`src/rtl/flash_cmd_engine.sv`:
```
// flash_cmd_engine
// Parses the binary host command protocol arriving from the UART receiver,
// runs timed read/write bus cycles on the parallel NOR flash and streams read
// data or status/ack bytes back into the UART transmitter.
//
// Ports:
//   clk, nrst              48 MHz clock, asynchronous active-low reset
//   rx_data, rx_rdy        received byte and its one-cycle valid strobe
//   tx_data, tx_rdy        byte to send and its one-cycle start strobe
//   tx_busy                transmitter active
//   a                      flash word address (always the current address)
//   databus_o/_i/_oe       AD bus write data, read data, output enable
//   flash_nce/noe/nwe      flash control strobes, active low
//   flash_ready            flash RY/BY#, 1 = ready
//   busy                   engine is not idle
module flash_cmd_engine #(
    parameter int          RD_CYCLES = 6,
    parameter int          WR_CYCLES = 4,
    parameter int          BUSY_DLY  = 8,
    parameter logic [23:0] TIMEOUT   = 24'd4800000
) (
    input  logic        clk,
    input  logic        nrst,
    input  logic [7:0]  rx_data,
    input  logic        rx_rdy,
    output logic [7:0]  tx_data,
    output logic        tx_rdy,
    input  logic        tx_busy,
    output logic [25:0] a,
    output logic [15:0] databus_o,
    input  logic [15:0] databus_i,
    output logic        databus_oe,
    output logic        flash_nce,
    output logic        flash_noe,
    output logic        flash_nwe,
    input  logic        flash_ready,
    output logic        busy
);

    localparam logic [3:0] S_IDLE       = 4'd0;
    localparam logic [3:0] S_GET_ARG    = 4'd1;
    localparam logic [3:0] S_RD_STROBE  = 4'd2;
    localparam logic [3:0] S_RD_SEND_LO = 4'd3;
    localparam logic [3:0] S_RD_SEND_HI = 4'd4;
    localparam logic [3:0] S_WR_SETUP   = 4'd5;
    localparam logic [3:0] S_WR_STROBE  = 4'd6;
    localparam logic [3:0] S_WR_HOLD    = 4'd7;
    localparam logic [3:0] S_WR_WAIT    = 4'd8;
    localparam logic [3:0] S_RESP       = 4'd9;
    localparam logic [3:0] S_TX_WAIT    = 4'd10;

    localparam logic [5:0]  RD_N  = 6'(RD_CYCLES);
    localparam logic [5:0]  WR_N  = 6'(WR_CYCLES);
    localparam logic [23:0] DLY_N = 24'(BUSY_DLY);

    logic [3:0]  r_state;
    logic [3:0]  r_ret;
    logic [7:0]  r_opcode;
    logic [2:0]  r_argcnt;
    logic [23:0] r_args;
    logic [25:0] r_addr;
    logic [8:0]  r_count;
    logic [5:0]  r_cnt;
    logic [23:0] r_tmo;
    logic [15:0] r_rdword;
    logic [7:0]  r_resp;
    logic        r_seen_busy;
    logic [7:0]  r_txd;
    logic        r_txrdy;
    logic [15:0] r_dbo;
    logic        r_dboe;
    logic        r_nce;
    logic        r_noe;
    logic        r_nwe;

    // The address output simply mirrors the address register, so it is valid
    // before every bus cycle and visible to the host board while idle.
    assign a          = r_addr;
    assign tx_data    = r_txd;
    assign tx_rdy     = r_txrdy;
    assign databus_o  = r_dbo;
    assign databus_oe = r_dboe;
    assign flash_nce  = r_nce;
    assign flash_noe  = r_noe;
    assign flash_nwe  = r_nwe;
    assign busy       = (r_state != S_IDLE);

    // Main engine. Argument bytes are shifted in from the top so that once the
    // last byte arrives, the earlier ones sit LSB-first in r_args. Every byte
    // sent goes through TX_WAIT, which requires tx_busy to rise and fall again
    // before continuing to r_ret; a stale tx_busy=0 never counts as done.
    always_ff @(posedge clk or negedge nrst) begin
        if (!nrst) begin
            r_state     <= S_IDLE;
            r_ret       <= S_IDLE;
            r_opcode    <= 8'h00;
            r_argcnt    <= 3'd0;
            r_args      <= 24'h0;
            r_addr      <= 26'h0;
            r_count     <= 9'd0;
            r_cnt       <= 6'd0;
            r_tmo       <= 24'h0;
            r_rdword    <= 16'h0;
            r_resp      <= 8'h00;
            r_seen_busy <= 1'b0;
            r_txd       <= 8'h00;
            r_txrdy     <= 1'b0;
            r_dbo       <= 16'h0;
            r_dboe      <= 1'b0;
            r_nce       <= 1'b1;
            r_noe       <= 1'b1;
            r_nwe       <= 1'b1;
        end else begin
            r_txrdy <= 1'b0;
            case (r_state)
                S_IDLE: begin
                    if (rx_rdy) begin
                        r_opcode <= rx_data;
                        case (rx_data)
                            8'h01: begin r_argcnt <= 3'd4; r_state <= S_GET_ARG; end
                            8'h02: begin r_argcnt <= 3'd1; r_state <= S_GET_ARG; end
                            8'h03: begin r_argcnt <= 3'd2; r_state <= S_GET_ARG; end
                            8'h04: begin r_resp <= {7'b0, flash_ready}; r_state <= S_RESP; end
                            default: begin r_resp <= 8'hEE; r_state <= S_RESP; end
                        endcase
                    end
                end
                S_GET_ARG: begin
                    if (rx_rdy) begin
                        r_args   <= {rx_data, r_args[23:8]};
                        r_argcnt <= r_argcnt - 3'd1;
                        if (r_argcnt == 3'd1) begin
                            case (r_opcode)
                                8'h01: begin
                                    r_addr  <= {rx_data[1:0], r_args};
                                    r_state <= S_IDLE;
                                end
                                8'h02: begin
                                    r_count <= (rx_data == 8'h00) ? 9'd256 : {1'b0, rx_data};
                                    r_nce   <= 1'b0;
                                    r_noe   <= 1'b0;
                                    r_cnt   <= 6'd1;
                                    r_state <= S_RD_STROBE;
                                end
                                default: begin
                                    r_dbo   <= {rx_data, r_args[23:16]};
                                    r_nce   <= 1'b0;
                                    r_dboe  <= 1'b1;
                                    r_state <= S_WR_SETUP;
                                end
                            endcase
                        end
                    end
                end
                S_RD_STROBE: begin
                    if (r_cnt == RD_N) begin
                        r_rdword <= databus_i;
                        r_nce    <= 1'b1;
                        r_noe    <= 1'b1;
                        r_state  <= S_RD_SEND_LO;
                    end else begin
                        r_cnt <= r_cnt + 6'd1;
                    end
                end
                S_RD_SEND_LO: begin
                    if (!tx_busy) begin
                        r_txd       <= r_rdword[7:0];
                        r_txrdy     <= 1'b1;
                        r_seen_busy <= 1'b0;
                        r_ret       <= S_RD_SEND_HI;
                        r_state     <= S_TX_WAIT;
                    end
                end
                S_RD_SEND_HI: begin
                    if (!tx_busy) begin
                        r_txd       <= r_rdword[15:8];
                        r_txrdy     <= 1'b1;
                        r_seen_busy <= 1'b0;
                        r_addr      <= r_addr + 26'd1;
                        r_count     <= r_count - 9'd1;
                        r_ret       <= (r_count == 9'd1) ? S_IDLE : S_RD_STROBE;
                        r_state     <= S_TX_WAIT;
                    end
                end
                S_WR_SETUP: begin
                    r_nwe   <= 1'b0;
                    r_cnt   <= 6'd1;
                    r_state <= S_WR_STROBE;
                end
                S_WR_STROBE: begin
                    if (r_cnt == WR_N) begin
                        r_nwe   <= 1'b1;
                        r_state <= S_WR_HOLD;
                    end else begin
                        r_cnt <= r_cnt + 6'd1;
                    end
                end
                S_WR_HOLD: begin
                    r_nce   <= 1'b1;
                    r_dboe  <= 1'b0;
                    r_tmo   <= 24'h0;
                    r_state <= S_WR_WAIT;
                end
                // flash_ready is meaningless for the first BUSY_DLY cycles
                // while the device has not yet pulled RY/BY# low.
                S_WR_WAIT: begin
                    if (r_tmo >= DLY_N && flash_ready) begin
                        r_resp  <= 8'hAA;
                        r_addr  <= r_addr + 26'd1;
                        r_state <= S_RESP;
                    end else if (r_tmo == TIMEOUT - 24'd1) begin
                        r_resp  <= 8'hEE;
                        r_addr  <= r_addr + 26'd1;
                        r_state <= S_RESP;
                    end else begin
                        r_tmo <= r_tmo + 24'd1;
                    end
                end
                S_RESP: begin
                    if (!tx_busy) begin
                        r_txd       <= r_resp;
                        r_txrdy     <= 1'b1;
                        r_seen_busy <= 1'b0;
                        r_ret       <= S_IDLE;
                        r_state     <= S_TX_WAIT;
                    end
                end
                S_TX_WAIT: begin
                    if (!r_seen_busy) begin
                        if (tx_busy) r_seen_busy <= 1'b1;
                    end else if (!tx_busy) begin
                        r_state <= r_ret;
                        if (r_ret == S_RD_STROBE) begin
                            r_nce <= 1'b0;
                            r_noe <= 1'b0;
                            r_cnt <= 6'd1;
                        end
                    end
                end
                default: r_state <= S_IDLE;
            endcase
        end
    end

endmodule

```
`config.mk`:
```
export PLATFORM = sky130hd
export DESIGN_NAME = flash_cmd_engine
export DESIGN_NICKNAME = d
export VERILOG_FILES = /design/src/rtl/flash_cmd_engine.sv
export SDC_FILE = /design/constraint.sdc
export NUM_CORES = 1
export LEC_CHECK = 0
export CAP_MARGIN = 10
export CORE_AREA = 2 2 136 138
export DETAILED_ROUTE_END_ITERATION = 10
export DIE_AREA = 0 0 138 140
export PLACE_DENSITY = 0.7
export SKIP_CTS_REPAIR_TIMING = 1
export SYNTH_ARGS = -nofsm -noshare
export SYNTH_HDL_FRONTEND = slang
export SYNTH_SLANG_ARGS = --single-unit
export TNS_END_PERCENT = 5
```
`constraint.sdc`:
```
create_clock -name clk -period 2.8 [get_ports clk]
set_input_delay 0.28 -clock clk [delete_from_list [all_inputs] [get_ports clk]]
set_output_delay 0.28 -clock clk [all_outputs]
set_load 0.005 [all_outputs]
```
==> metrics.cfg, run 1 <==
[layout]
synthToLayoutAreaGrowth_pct = 25.35
final_core_util = 0.5540
nets = 937
insertedDiodeCount = 0
nFillCells = 1592
mostFrequentLayoutCell = dfrtp_1
layout.area.seq_um2 = 3882
layout_common_cells = dfrtp_1 (152), clkdlybuf4s50_1 (83), a21oi_1 (81), mux2_2 (68), o21ai_0 (62)
drive_above_1_share = 0.1778
multiInputGateArea_um2 = 3751

[critical_path]
worstRegToRegCells = 5
startpoint = r_state[3]$_DFFE_PN0P_
worstPathMaxFanout = 17
reg2reg_to = databus_o[14]$_DFFE_PN0P_
required_ns = 3.11
cp-start-kind = register
ff2ff_setup_slack_ns = 0.32
cp.arrival_ns = 2.79
critPathCapture = databus_o[14]$_DFFE_PN0P_
end_kind = register
timing.rr.start = r_state[3]$_DFFE_PN0P_
critPathKind = reg2reg

[clock_tree]
htreeDepth = 4
clk_pin_slew_ns = 0.06
clock_path_buffers = 2
cts_root_buf = clkbuf_16
clock_latency_ns = 0.43
cts_tree = done
clock_sinks = 155
cts_made_buffers = 17

[die]
rows = 49
start_util = 0.4420
core-area_um2 = 17780
die_y_um = 140
dieArea_um2 = 19320
io_pins = 85
die_w_um = 138

[sta]
rsz0062_at_grt = false
finalSetupTns_ns = 0
setup_viol = 0
hold_viol_final = 0
timing.final.crit_period_ns = 2.476
skew_ns = 0.009112
holdWs_ns = 0.3872
slew_headroom = 0.5370
period_share = 0.8843
fmax_ghz = 0.4039
worstMarginPinSlew_ns = 0.6882
finalMaxSlewViolations = 0

[global_route]
grt_pass1_wl_um = 32570
use_met2 = 0.3387
grt_max_degree = 62
antenna_found_initial = 0
grt_busiest_layer = met2
grt_pass1_vias = 6420
grt_use_met1 = 0.2797
met3_usage = 0.04684
grt_usage = 0.2072
overflow = 0

[drt]
ant_nets = 0
routed-via-count = 6636
via_per_inst = 5.821
route.detailed.drc = 0
drt_wl_total_um = 19620
drt_iter0_drc = 653
avgRoutedWirePerCell_um = 17.21
firstDrtPassIters = 5

[logic_synthesis]
synth.distinct_cells = 65
synth_edf_count = 0
syn-num-nets = 826
async_flop_share = 1.000
ys_seq_area_frac = 0.4940
synth_area_um2 = 7859
synth_ff_type = dfrtp_1
yosys_warnings = 0
yosysTopAreaCellShare = 0.4840
syn_avg_cell_area_um2 = 9.986
yosysTopAreaCell = dfrtp_1
synthCells = 787
yosys_register_bits = 155
synth_area_leaders = dfrtp_1 (48%), mux2_2 (9.7%), a21oi_1 (5.2%)

[power]
seqPwrFrac = 0.376
p_clk_frac = 0.236
ir_drop_v = 0.0004797
p_int_mw = 6.727
switching_share = 0.3597
pwr_density_cell_nw_per_um2 = 1067
leakage_nw = 4.089
power_switching_mw = 3.779
total_power_mw = 10.51
combPwrFrac = 0.387

[place]
io_buffers = 84
hpwl_um = 13650
place_congestion = 0.8641

[worst_hold_path]
hp-class = in2async

[run_status]
status = finished, final reports clean

[run]
cap_violations = 0

kinds of logic after synthesis:
family | after synthesis | share of synthesized area
AOI/OAI and AO/OA | 235 | 0.1841
xor gates and xnor gates | 7 | 0.007801
adders and majority gates | 10 | 0.01592
buffers and inverters | 56 | 0.03041
DFF | 155 | 0.4940
muxes | 72 | 0.1025
and+or+nand+nor | 252 | 0.1653
worst min-delay path by stage:
stage	to	slack, ns	cells past startpoint
2_1_floorplan	a[0]$_DFFE_PN0P_	-0.02	0
3_3_place_gp	databus_o[12]$_DFFE_PN0P_	0.29	1
3_5_place_dp	databus_o[10]$_DFFE_PN0P_	0.30	1
4_1_cts	r_args[23]$_DFFE_PN0P_	-0.15	1
5_1_grt	databus_o[10]$_DFFE_PN0P_	0.44	2
6_report	databus_o[10]$_DFFE_PN0P_	0.39	2
cells in the mapped netlist, drive strengths merged (3+ instances only):
library cell,number
xnor2,3
dfstp,3
nand4,13
a21oi,82
a21o,5
o21ai,65
a221oi,8
ha,10
o22ai,12
nand2b,6
nor2b,5
inv,20
xor2,4
or2,4
o31ai,7
mux2,68
nor4,10
and2,5
a31oi,10
dfrtp,152
nand2,55
a2bb2oi,7
a211oi,4
or4,8
or3,16
and3,11
nor3,25
buf,16
a22oi,4
mux2i,4
a22o,3
nand3,24
nor2,59
o211ai,8
clkbuf,20
o2111ai,3
through the flow:
stage,area (µm²),std cells,worst slack [ns]
after detailed placement,9210,1107,0.1858
after global placement,9210,1107,0.2416
after floorplan,7859,787,0.6093
after global routing,9851,1140,0.1316
final,9851,1140,0.3238
after CTS,9841,1139,0.3268
worst max-delay path, cell delays in order (launching register included):
cell and delay (ns):
dfrtp_1 0.52, or4b_1 0.73, a31oi_1 0.36, and2_1 0.23, buf_12 0.17, mux2_2 0.35
flip-flops by register name, summed over array words and instances (netlist names), 2 cells and up:
register and count:
r_cnt 6, a 26, r_state 4, r_args 24
r_argcnt 3, r_rdword 16, databus_o 16, r_count 9
r_resp 3, r_ret 2, r_opcode 8, tx_data 8
r_tmo 24
final cells by class:
cell class	count	area share
clock buffer	20	0.04534
multi-input combinational	576	0.3808
inverter	20	0.007621
clock inverter	12	0.01867
timing repair buffer	128	0.1243
tap	229	0.02909
sequential	155	0.3941
metal layers:
layer	share of wire	vias to the layer above
met5	0	-
met4	0.012	0
met3	0.044	19
met2	0.49	183
met1	0.46	3286
li1	-	3148
power by group through the flow:
| stage | sequential [mW] | clock [mW] | combinational, mW |
|---|---|---|---|
| after global routing | 4.06 | 2.62 | 4.49 |
| after floorplan | 3.68 | 0 | 2.55 |
| final | 3.95 | 2.48 | 4.07 |
| after detailed placement | 3.96 | 0 | 4.04 |
| after global placement | 3.94 | 0 | 3.96 |
| after CTS | 3.94 | 2.52 | 4.07 |
(Power assumes the default switching activity.)
==> inputs of run 2 (changes only) <==
Settings changed: SKIP_LAST_GASP set to 1.
==> results of run 2 <==
No change in the layout: final DEF, timing and power equal those of run 1.
==> inputs of run 3 (changes only) <==
Settings changed: CAP_MARGIN 10 to 20.
==> results of run 3 <==
No change in the layout: final DEF, timing and power equal those of run 1.
